**config.mk**
```make
export PLATFORM = sky130hd
export DESIGN_NAME = cu_issue_ctrl
export DESIGN_NICKNAME = d
export VERILOG_FILES = /design/src/rtl/cu_pkg.sv /design/src/rtl/cu_wport_arb.sv /design/src/rtl/cu_issue_ctrl.sv
export SDC_FILE = /design/constraint.sdc
export NUM_CORES = 1
export LEC_CHECK = 0
export ABC_AREA = 1
export ABC_CLOCK_PERIOD_IN_PS = 1000
export BUFFER_PORTS_ARGS = -buffer_cell sky130_fd_sc_hd__buf_2
export CAP_MARGIN = 10
export CORE_ASPECT_RATIO = 1.75
export CORE_MARGIN = 1
export CORE_UTILIZATION = 45
export DETAILED_ROUTE_END_ITERATION = 7
export GPL_TIMING_DRIVEN = 0
export PLACE_DENSITY = 0.75
export REMOVE_ABC_BUFFERS = 1
export SETUP_SLACK_MARGIN = 0.4
export SLEW_MARGIN = 15
export SYNTH_ARGS = -nofsm -noshare
export SYNTH_HDL_FRONTEND = slang
export SYNTH_SLANG_ARGS = --single-unit
```
**constraint.sdc**
```tcl
create_clock -name clk -period 1 [get_ports clk]
set_input_delay 0.1 -clock clk [delete_from_list [all_inputs] [get_ports clk]]
set_output_delay 0.1 -clock clk [all_outputs]
set_load 0.05 [all_outputs]
```
**src/rtl/cu_pkg.sv**
```systemverilog
// Shared unit codes, enable bit positions and pipeline stage records for the compute-unit issue controller.
package cu_pkg;

   localparam int CU_ADDR_W = 4;

   localparam logic [1:0] CU_UNIT_ALU = 2'd0;
   localparam logic [1:0] CU_UNIT_MUL = 2'd1;
   localparam logic [1:0] CU_UNIT_SHF = 2'd2;
   localparam logic [1:0] CU_UNIT_NOP = 2'd3;

   localparam int CU_EN_ALU = 0;
   localparam int CU_EN_MUL = 1;
   localparam int CU_EN_SHF = 2;

   typedef struct packed {
      logic                 valid;
      logic [1:0]           unit;
      logic [CU_ADDR_W-1:0] rx;
      logic [CU_ADDR_W-1:0] ry;
      logic [CU_ADDR_W-1:0] rn;
      logic                 wb;
   } cu_stage_t;

   // Writeback only needs the destination; sources are dropped after issue.
   typedef struct packed {
      logic                 valid;
      logic [1:0]           unit;
      logic [CU_ADDR_W-1:0] rn;
      logic                 wb;
   } cu_wb_stage_t;

   function automatic logic [2:0] cu_unit_onehot(input logic [1:0] unit);
      logic [2:0] oh;
      oh = 3'b000;
      case (unit)
         CU_UNIT_ALU: oh[CU_EN_ALU] = 1'b1;
         CU_UNIT_MUL: oh[CU_EN_MUL] = 1'b1;
         CU_UNIT_SHF: oh[CU_EN_SHF] = 1'b1;
         default:     oh = 3'b000;
      endcase
      return oh;
   endfunction

endpackage

```
**src/rtl/cu_wport_arb.sv**
```systemverilog
// Combinational register-file write-port arbiter; compute writeback always wins over bus-connect.
// A pending bus-connect request is acknowledged in the same cycle the port is free, otherwise it waits.
module cu_wport_arb
   import cu_pkg::*;
#(
   parameter int ADDRESS_WIDTH = CU_ADDR_W,
   parameter int SIGNAL_WIDTH  = 3
) (
   input  logic                     rst_i,
   input  cu_wb_stage_t             wb_stage_i,
   input  logic                     bc_req_i,
   input  logic [ADDRESS_WIDTH-1:0] bc_add_i,
   output logic [ADDRESS_WIDTH-1:0] wadd_o,
   output logic [SIGNAL_WIDTH-1:0]  cu_en_o,
   output logic                     bc_en_o,
   output logic                     bc_ack_o
);

   logic cu_wr;

   assign cu_wr = wb_stage_i.valid && wb_stage_i.wb && (wb_stage_i.unit != CU_UNIT_NOP);

   always_comb begin
      wadd_o   = '0;
      cu_en_o  = '0;
      bc_en_o  = 1'b0;
      bc_ack_o = 1'b0;
      if (cu_wr) begin
         wadd_o = wb_stage_i.rn;
         case (wb_stage_i.unit)
            CU_UNIT_ALU: cu_en_o[CU_EN_ALU] = 1'b1;
            CU_UNIT_MUL: cu_en_o[CU_EN_MUL] = 1'b1;
            CU_UNIT_SHF: cu_en_o[CU_EN_SHF] = 1'b1;
            default:     cu_en_o = '0;
         endcase
      end else if (bc_req_i && !rst_i) begin
         // Request is level-held by the bus-connect, so reset must mask it explicitly.
         wadd_o   = bc_add_i;
         bc_en_o  = 1'b1;
         bc_ack_o = 1'b1;
      end
   end

endmodule

```
**src/rtl/cu_issue_ctrl.sv**
```systemverilog
// Two-stage compute issue controller: reads/enables one cycle after accept, write select one cycle later.
// Never stalled downstream; with CU_HAZARD_STALL_EN defined, op_ready drops one cycle on a RAW hit against ISS.
module cu_issue_ctrl
   import cu_pkg::*;
#(
   parameter int ADDRESS_WIDTH = CU_ADDR_W,
   parameter int SIGNAL_WIDTH  = 3
) (
   input  logic                     clk,
   input  logic                     reset,
   input  logic                     op_valid,
   output logic                     op_ready,
   input  logic [1:0]               op_unit,
   input  logic [ADDRESS_WIDTH-1:0] op_rx,
   input  logic [ADDRESS_WIDTH-1:0] op_ry,
   input  logic [ADDRESS_WIDTH-1:0] op_rn,
   input  logic                     op_wb,
   input  logic                     bc_wr_req,
   input  logic [ADDRESS_WIDTH-1:0] bc_wr_add,
   output logic                     bc_wr_ack,
   output logic                     cu_alu_en,
   output logic                     cu_mul_en,
   output logic                     cu_shf_en,
   output logic [ADDRESS_WIDTH-1:0] cu_raddx,
   output logic [ADDRESS_WIDTH-1:0] cu_raddy,
   output logic [ADDRESS_WIDTH-1:0] cu_wadd,
   output logic [SIGNAL_WIDTH-1:0]  cu_w_cuEn,
   output logic                     cu_w_bcEn,
   output logic                     busy
);

   cu_stage_t    iss_q, iss_d;
   cu_wb_stage_t wb_q,  wb_d;
   logic         accept;
   logic [2:0]   unit_en;

`ifdef CU_HAZARD_STALL_EN
   logic hazard;

   // Only the ISS occupant can still be in flight when a consumer would read; WB commits this cycle.
   always_comb begin
      hazard = 1'b0;
      if (op_valid && (op_unit != CU_UNIT_NOP) && iss_q.valid && iss_q.wb) begin
         hazard = (op_rx == iss_q.rn) || (op_ry == iss_q.rn);
      end
   end

   assign op_ready = ~reset & ~hazard;
`else
   assign op_ready = ~reset;
`endif

   assign accept = op_valid & op_ready;

   always_comb begin
      iss_d = '0;
      if (accept) begin
         iss_d.valid = 1'b1;
         iss_d.unit  = op_unit;
         iss_d.rx    = op_rx;
         iss_d.ry    = op_ry;
         iss_d.rn    = op_rn;
         iss_d.wb    = op_wb;
      end
      wb_d = '0;
      if (iss_q.valid) begin
         wb_d.valid = 1'b1;
         wb_d.unit  = iss_q.unit;
         wb_d.rn    = iss_q.rn;
         wb_d.wb    = iss_q.wb;
      end
   end

   always_ff @(posedge clk or posedge reset) begin
      if (reset) begin
         iss_q <= '0;
         wb_q  <= '0;
      end else begin
         iss_q <= iss_d;
         wb_q  <= wb_d;
      end
   end

   always_comb begin
      unit_en  = 3'b000;
      cu_raddx = '0;
      cu_raddy = '0;
      if (iss_q.valid) begin
         unit_en  = cu_unit_onehot(iss_q.unit);
         cu_raddx = iss_q.rx;
         cu_raddy = iss_q.ry;
      end
   end

   assign cu_alu_en = unit_en[CU_EN_ALU];
   assign cu_mul_en = unit_en[CU_EN_MUL];
   assign cu_shf_en = unit_en[CU_EN_SHF];
   assign busy      = iss_q.valid | wb_q.valid;

   cu_wport_arb #(
      .ADDRESS_WIDTH (ADDRESS_WIDTH),
      .SIGNAL_WIDTH  (SIGNAL_WIDTH)
   ) u_wport_arb (
      .rst_i      (reset),
      .wb_stage_i (wb_q),
      .bc_req_i   (bc_wr_req),
      .bc_add_i   (bc_wr_add),
      .wadd_o     (cu_wadd),
      .cu_en_o    (cu_w_cuEn),
      .bc_en_o    (cu_w_bcEn),
      .bc_ack_o   (bc_wr_ack)
   );

   a_unit_en_onehot : assert property (@(posedge clk) disable iff (reset)
      $onehot0({cu_shf_en, cu_mul_en, cu_alu_en}));

   a_wport_exclusive : assert property (@(posedge clk) disable iff (reset)
      !((|cu_w_cuEn) && cu_w_bcEn));

endmodule

```
==> results of run 1 <==
-- layout make-up --
type,instances,area share
Timing Repair Buffer,64,0.325
Timing Repair inverter,1,0.00311
Sequential cell,24,0.300
Clock buffer,4,0.0273
Tap cell,25,0.0155
Inverter,38,0.0770
Multi-Input combinational cell,60,0.252
-- worst paths after layout --
check / from / to / slack, ps / cells after the start
min in group clk: op_rn[2] / iss_q[3] / 40 / 3
worst max register to register: iss_q[15] / wb_q[3] / -230 / 7
max in group asynchronous: reset / iss_q[14] / 460 / 3
worst max-delay path: wb_q[7] / cu_wadd[1] / -350 / 6
worst min-delay path: reset / iss_q[15] / 7 / 4
worst min register to register: iss_q[3] / wb_q[3] / 460 / 2
-- cells by family after synthesis --
kind of cell	Yosys count
AO/OA/AOI/OAI	1
buffers and inverters	42
flip-flops	24
AND/OR/NAND/NOR	59
-- per-layer routing --
| metal | wire length (µm) | global-route usage | vias to the layer above | share of wire |
|---|---|---|---|---|
| met2 | 1880 | 0.473 | 39 | 0.63 |
| met3 | 103 | 0.0329 | 6 | 0.034 |
| met5 | 0 | 0 | - | 0 |
| met1 | 957 | 0.204 | 463 | 0.32 |
| met4 | 57 | 0.0647 | 0 | 0.019 |
| li1 | - | - | 477 | - |
-- cell usage after synthesis --
library cell	instances
nor3_1	2
nor2_4	9
nand3_1	4
nand2_4	1
nor3b_1	1
nor2_1	13
dfrtp_1	24
inv_2	3
nand2_1	25
a21oi_1	1
or2_1	1
buf_6	1
inv_1	35
nand2_2	3
buf_2	1
buf_12	1
buf_4	1
-- power by group through the flow --
| stage | logic (mW) | clock network, mW | registers (mW) |
|---|---|---|---|
| floorplan | 0.191 | 0 | 1.04 |
| global placement | 0.264 | 0 | 1.04 |
| detailed placement | 0.270 | 0 | 1.04 |
| CTS | 0.420 | 0.652 | 1.02 |
| global route | 0.507 | 0.692 | 1.04 |
| finish | 0.482 | 0.645 | 1.03 |
-- worst min-delay path: cells and delay by family --
| kind | cells | cell delay (ps) |
|---|---|---|
| buffers and inverters | 4 | 540 |
-- flip-flops by register name, summed over array words and instances (netlist names) --
signal and count:
iss_q 16, wb_q 8
-- repair_timing --
action,in CTS,in global routing
gates cloned,1,0
gates resized for setup,97,55
setup buffers,14,4
endpoints found under the setup margin,46,39
pin swaps,12,10
hold endpoints to repair,24,1
-- per-stage QoR --
| stage | setup slack [ps] | power [mW] |
|---|---|---|
| final | -353 | 2.16 |
| after global routing | -380 | 2.24 |
| after CTS | -291 | 2.09 |
| after detailed placement | -508 | 1.31 |
| after global placement | -426 | 1.30 |
| after floorplan | -1420 | 1.23 |
==> summary.md, run 1 <==
| Metric | Value |
|---|---|
| Starting Density | 0.482 |
| Max cap viols | 0 |
| Commonest non-fill, non-tap cells in the layout | inv_1, buf_2, dfrtp_1, buf_6, inv_2 |
| All-layer global routing usage | 0.230 |
| Gpl congestion | 0.638 |
| Placed cell count | 191 |
| Worst-Margin Slew | 343 ps |
| Worst Skew | 2.03 ps |
| Total grt overflow | 0 |
| Clk network pwr share | 0.299 |
| Largest area contributor in the netlist | dfrtp_1 |
| Top cell type's share of synthesized area | 0.541 |
| Vias in the first global route | 990 |
| Area of the multi-input gates | 508 µm² |
| Number of hold violations in the final report | 0 |
| Clk Latency, worst-skew pair | 260 ps |
| Mux contribution to synthesized area | 0 |
| Status | finished with violations |
| Sequential cell area | 604 µm² |
| HPWL Detailed | 1330 µm |
| CP arrival | 1250 ps |
| # setup viols final | 27 |
| Worst path max stage delay | 380 ps |
| Clock-pin slew on the worst setup and hold paths | 80 ps |
| Synth Area in Adders | 0 |
| Leak | ~1.2 nW |
| Syn-to-layout area delta | 81.5% |
| I/O pin total | 45 |
| Worst-path cell chain | nand2_2 > inv_4 > nand2_4 > nand2_2 > nand2_2 > buf_8 |
| Post-synthesis sequential area ratio | 0.541 |
| XOR/XNOR Fraction of Synth Area | 0 |
| Gate Count Post-Synth | about 130 |
| Via-per-instance ratio | 4.56 |
| CP Launch Type | flip-flop |
| Core Util, Final | 0.875 |
| CTS max path bufs | 2 |
| Port buffer count | 44 |
| Top cells by area, synth | dfrtp_1, inv_1, nor2_4 |
| Num Clock Sinks | 24 |
| Largest family of logic cells by synthesized area | simple AND/OR/NAND/NOR gates |
| WP buf/inv | 2 |
| Register share of total power | 0.479 |
| Critical path class | flip-flop to primary output |
| Top cell by count, worst path | nand2_2 |
| Largest net degree at the start of global routing | 17 |
| Final Instance Area | 0.00201 mm² |
| NumNets Final | 215 |
| Pre-antenna DRT Iters | 3 |
| Period minus WS final | approximately 1400 ps |
| Simple-Gate Fraction of Synth Area | 0.286 |
| Slew Viols, Final | 0 |
| Vias | roughly 990 |
| Cts hold-fix bufs | 2 |
| Synth cell types | 17 |
| Slew margin rel. | 0.771 |
| Residual DRC | 0 |
| NetSw | a little under 0.6 mW |
| DRT iter0 DRCs | 9 |
| Syn Area/Cell | 8.81 µm² |
| Clk root buf | clkbuf_8 |
| Initial antenna violation count | 0 |
| Crit-path leading delay family | simple AND/OR/NAND/NOR gates |
| Worst-path fanout max | 6 |
| Crit end category | primary output |
| Cell-internal power | 1.57 mW |
| First-pass GRT wire length | 4080 µm |
| PD cells | approximately 1100 mW/mm² |
| FILL cells | ~120 |
| Row cnt | 23 |
| Critical-path top delay cell | dfrtp_1 |
| IR drop worst, VDD | 1.21 mV |
| CTS buffer count | 3 |
| CTS tree | done |
| Core area | 0.00230 mm² |
| Die height | 67.7 µm |
| Post-DRT Antenna Nets | 0 |
| Die width | 39.5 µm |
| Setup TNS | -6850 ps |
| Hold_ws | a little under 7 ps |
| Compound-Gate Fraction of Synth Area | 0.00451 |
| Failing checks | negative setup slack |
| Share of layout cells above drive strength 1 | 0.670 |
| Non-filler cells, final | about 220 |
| WL per Instance | roughly 14 µm |
| Switching fraction of total power | 0.273 |
| YS warnings | 0 |
| Seq cells post-synth | 24 |
| Max Fclk | 739 MHz |
| Worst Hold Class | input pin to async pin |
| Worst Path Required | 900 ps |
| Fin crit share | 1.35 |
| Comb pwr share | 0.223 |
| Setup ws final | -353 ps |
| CTS H-Tree Depth | 1 |
| Placed cell area | 0.00132 mm² |
| Ant diodes | 0 |
| Mapped Area | 0.00111 mm² |
| WL final | roughly 3000 µm |
| RSZ-0062 raised after global routing | true |
| Area of the die | 0.00268 mm² |
Power figures use the tool's default switching activity.
==> run 2, diff against run 1 <==
--- a/config.mk
+++ b/config.mk
@@ -11,8 +11,10 @@
 export CAP_MARGIN = 10
+export CELL_PAD_IN_SITES_DETAIL_PLACEMENT = 1
+export CELL_PAD_IN_SITES_GLOBAL_PLACEMENT = 1
 export CORE_ASPECT_RATIO = 1.75
 export CORE_MARGIN = 1
-export CORE_UTILIZATION = 45
+export CORE_UTILIZATION = 33
 export DETAILED_ROUTE_END_ITERATION = 7
 export GPL_TIMING_DRIVEN = 0
-export PLACE_DENSITY = 0.75
+export PLACE_DENSITY_LB_ADDON = 0.1
 export REMOVE_ABC_BUFFERS = 1
--- a/constraint.sdc
+++ b/constraint.sdc
@@ -3,2 +3,2 @@
 set_output_delay 0.1 -clock clk [all_outputs]
-set_load 0.05 [all_outputs]
+set_load 0.005 [all_outputs]
==> run 2 against run 1 <==
Against the previous run: the run ends with negative hold slack, negative setup slack left; sequential power is essentially flat; sequential share of layout area rose by 3.7 points; hold slack lost 270 ps.
==> summary.md, run 2 (same netlist as run 1, synthesis figures left out) <==
| Metric | Value |
|---|---|
| Status | finished with violations (unchanged) |
| Failing checks | negative hold slack, negative setup slack (was negative setup slack) |
| CTS tree | done (unchanged) |
| Crit end category | primary output (unchanged) |
| Regs by FF count | iss_q x16, wb_q x8 (unchanged) |
| Gpl congestion | 0.660 (was 0.638) |
| Core Util, Final | 0.562 (was 0.875) |
| Worst-path fanout max | 6 (unchanged) |
| Row cnt | 27 (was 23) |
| CP arrival | 1140 ps (was 1250 ps) |
| Starting Density | 0.349 (was 0.482) |
| Syn-to-layout area delta | 60.8% (was 81.5%) |
| Port buffer count | 44 (unchanged) |
| First-pass GRT wire length | 4130 µm (was 4080 µm) |
| Total grt overflow | 0 (unchanged) |
| Commonest non-fill, non-tap cells in the layout | buf_2, inv_1, dfrtp_1, nor2_1, inv_2 (was inv_1, buf_2, dfrtp_1, buf_6, inv_2) |
| CTS buffer count | 3 (unchanged) |
| Via-per-instance ratio | 4.24 (was 4.56) |
| Die width | 45.8 µm (was 39.5 µm) |
| Hold_ws | -265 ps (was 6.84 ps) |
| CP Launch Type | flip-flop (unchanged) |
| Slew Viols, Final | 0 (unchanged) |
| Pre-antenna DRT Iters | 2 (was 3) |
| Post-DRT Antenna Nets | 0 (unchanged) |
| Most common cell after layout, fill and taps aside | buf_2 |
| Biggest register | iss_q (unchanged) |
| FILL cells | 401 (was 121) |
| Critical path class | flip-flop to primary output (unchanged) |
| Setup ws final | -244 ps (was -353 ps) |
| WL per Instance | 12.6 µm (was 13.9 µm) |
| Leak | 1.15 nW (was 1.20 nW) |
| Area of the die | 0.00361 mm² (was 0.00268 mm²) |
| Num Clock Sinks | 24 (unchanged) |
| Placed cell count | 209 (was 191) |
| M2 GR Usage | 0.324 (was 0.473) |
| # setup viols final | 26 (was 27) |
| HPWL Detailed | 1650 µm (was 1330 µm) |
| RSZ-0062 raised after global routing | true (unchanged) |
| Clk root buf | clkbuf_8 (unchanged) |
| Period minus WS final | 1240 ps (was 1350 ps) |
| Fin crit share | 1.24 (was 1.35) |
| Worst Path Required | 900 ps (about the same) |
| Slew margin rel. | 0.845 (was 0.771) |
| Worst-case reg-to-reg path depth | 6 (was 7) |
| Core area | 0.00318 mm² (was 0.00230 mm²) |
| WL final | 2860 µm (was 3000 µm) |
| Clk Latency, worst-skew pair | 260 ps (about the same) |
| Non-filler cells, final | 227 (was 216) |
| Vias in the first global route | 1005 (was 990) |
| Worst-Margin Slew | 232 ps (was 343 ps) |
| Setup TNS | -5070 ps (was -6850 ps) |
| Clock-pin slew on the worst setup and hold paths | 90 ps (was 80 ps) |
| Max cap viols | 0 (unchanged) |
| Worst Skew | 5.29 ps (was 2.03 ps) |
| DRT iter0 DRCs | 11 (was 9) |
| Number of hold violations in the final report | 21 (was 0) |
| Ant diodes | 0 (unchanged) |
| I/O pin total | 45 (unchanged) |
| Largest net degree at the start of global routing | 17 (unchanged) |
| Met1 usage | 0.150 (was 0.204) |
| All-layer global routing usage | 0.160 (was 0.230) |
| GR Util met3 | 0.0159 (was 0.0329) |
| Vias | 962 (was 985) |
| IR drop worst, VDD | 0.890 mV (was 1.21 mV) |
| Max FFs per register | 16 (unchanged) |
| Max Fclk | 804 MHz (was 739 MHz) |
| Residual DRC | 0 (unchanged) |
| Worst Hold Class | input pin to async pin (unchanged) |
| Placed cell area | 0.00134 mm² (was 0.00132 mm²) |
| CTS max path bufs | 2 (unchanged) |
| Gr busiest metal | met2 (unchanged) |
| NumNets Final | 208 (was 215) |
| Share of layout cells above drive strength 1 | 0.614 (was 0.670) |
| Final Instance Area | 0.00178 mm² (was 0.00201 mm²) |
| PD cells | 1230 mW/mm² (was 1070 mW/mm²) |
| CTS H-Tree Depth | 1 (unchanged) |
| Die height | 78.7 µm (was 67.7 µm) |
| Initial antenna violation count | 0 (unchanged) |
## run 2: where the power goes
part           internal, mW  leakage, nW  switching (mW)  total [mW]
clock                 0.535       0.0357           0.307       0.842
combinational         0.154        0.790           0.162       0.316
sequential             1.00        0.323          0.0284        1.03
## run 2: final timing paths
path                                 from         end  slack, ps
worst min-delay path                reset    iss_q[5]       -260
worst max register to register  iss_q[15]     wb_q[3]       -190
min in group clk                 op_ry[0]    iss_q[5]         40
worst max-delay path              wb_q[7]  cu_wadd[1]       -240
worst min register to register   iss_q[0]     wb_q[0]        470
max in group asynchronous           reset   iss_q[12]        870
## run 2: critical path, stage by stage, from the launching register on
cell     delay [ps]
dfrtp_1         410
nand2_2         110
inv_4            60
nand2_4          70
nand2_2          40
nand2_1          60
buf_2           110
## run 2: metrics by stage
step / power (mW) / setup slack (ps)
after floorplan: 1.14 / 23.6
after global placement: 1.22 / -322
after detailed placement: 1.23 / -402
after CTS: 2.17 / -269
after global routing: 2.26 / -324
final: 2.19 / -244
## run 2: metal layers
metal | wire length, µm | part of all wire
met1 | 853 | 0.30
met2 | 1820 | 0.64
met3 | 109 | 0.038
met4 | 75 | 0.026
met5 | 0 | 0
## run 2: cell type report
| type | instances | area [µm²] | share of cell area |
|---|---|---|---|
| flip-flops and latches | 24 | 602 | 0.337 |
| multi-input cells | 61 | 478 | 0.268 |
| repair buffers | 56 | 420 | 0.236 |
| inverters | 38 | 153 | 0.0856 |
| well taps | 43 | 53.8 | 0.0302 |
| clock buffers | 3 | 41.3 | 0.0231 |
| clock inverters | 1 | 30.0 | 0.0168 |
| repair inverters | 1 | 6.26 | 0.00351 |
## run 2: timing repair
action                                 4_1_cts  5_1_grt
setup buffers                                9        2
pin swaps                                    7        4
resized for setup                           41       27
endpoints found under the hold margin       24       21
setup endpoints to repair                   46       32
gates cloned                                 2        1
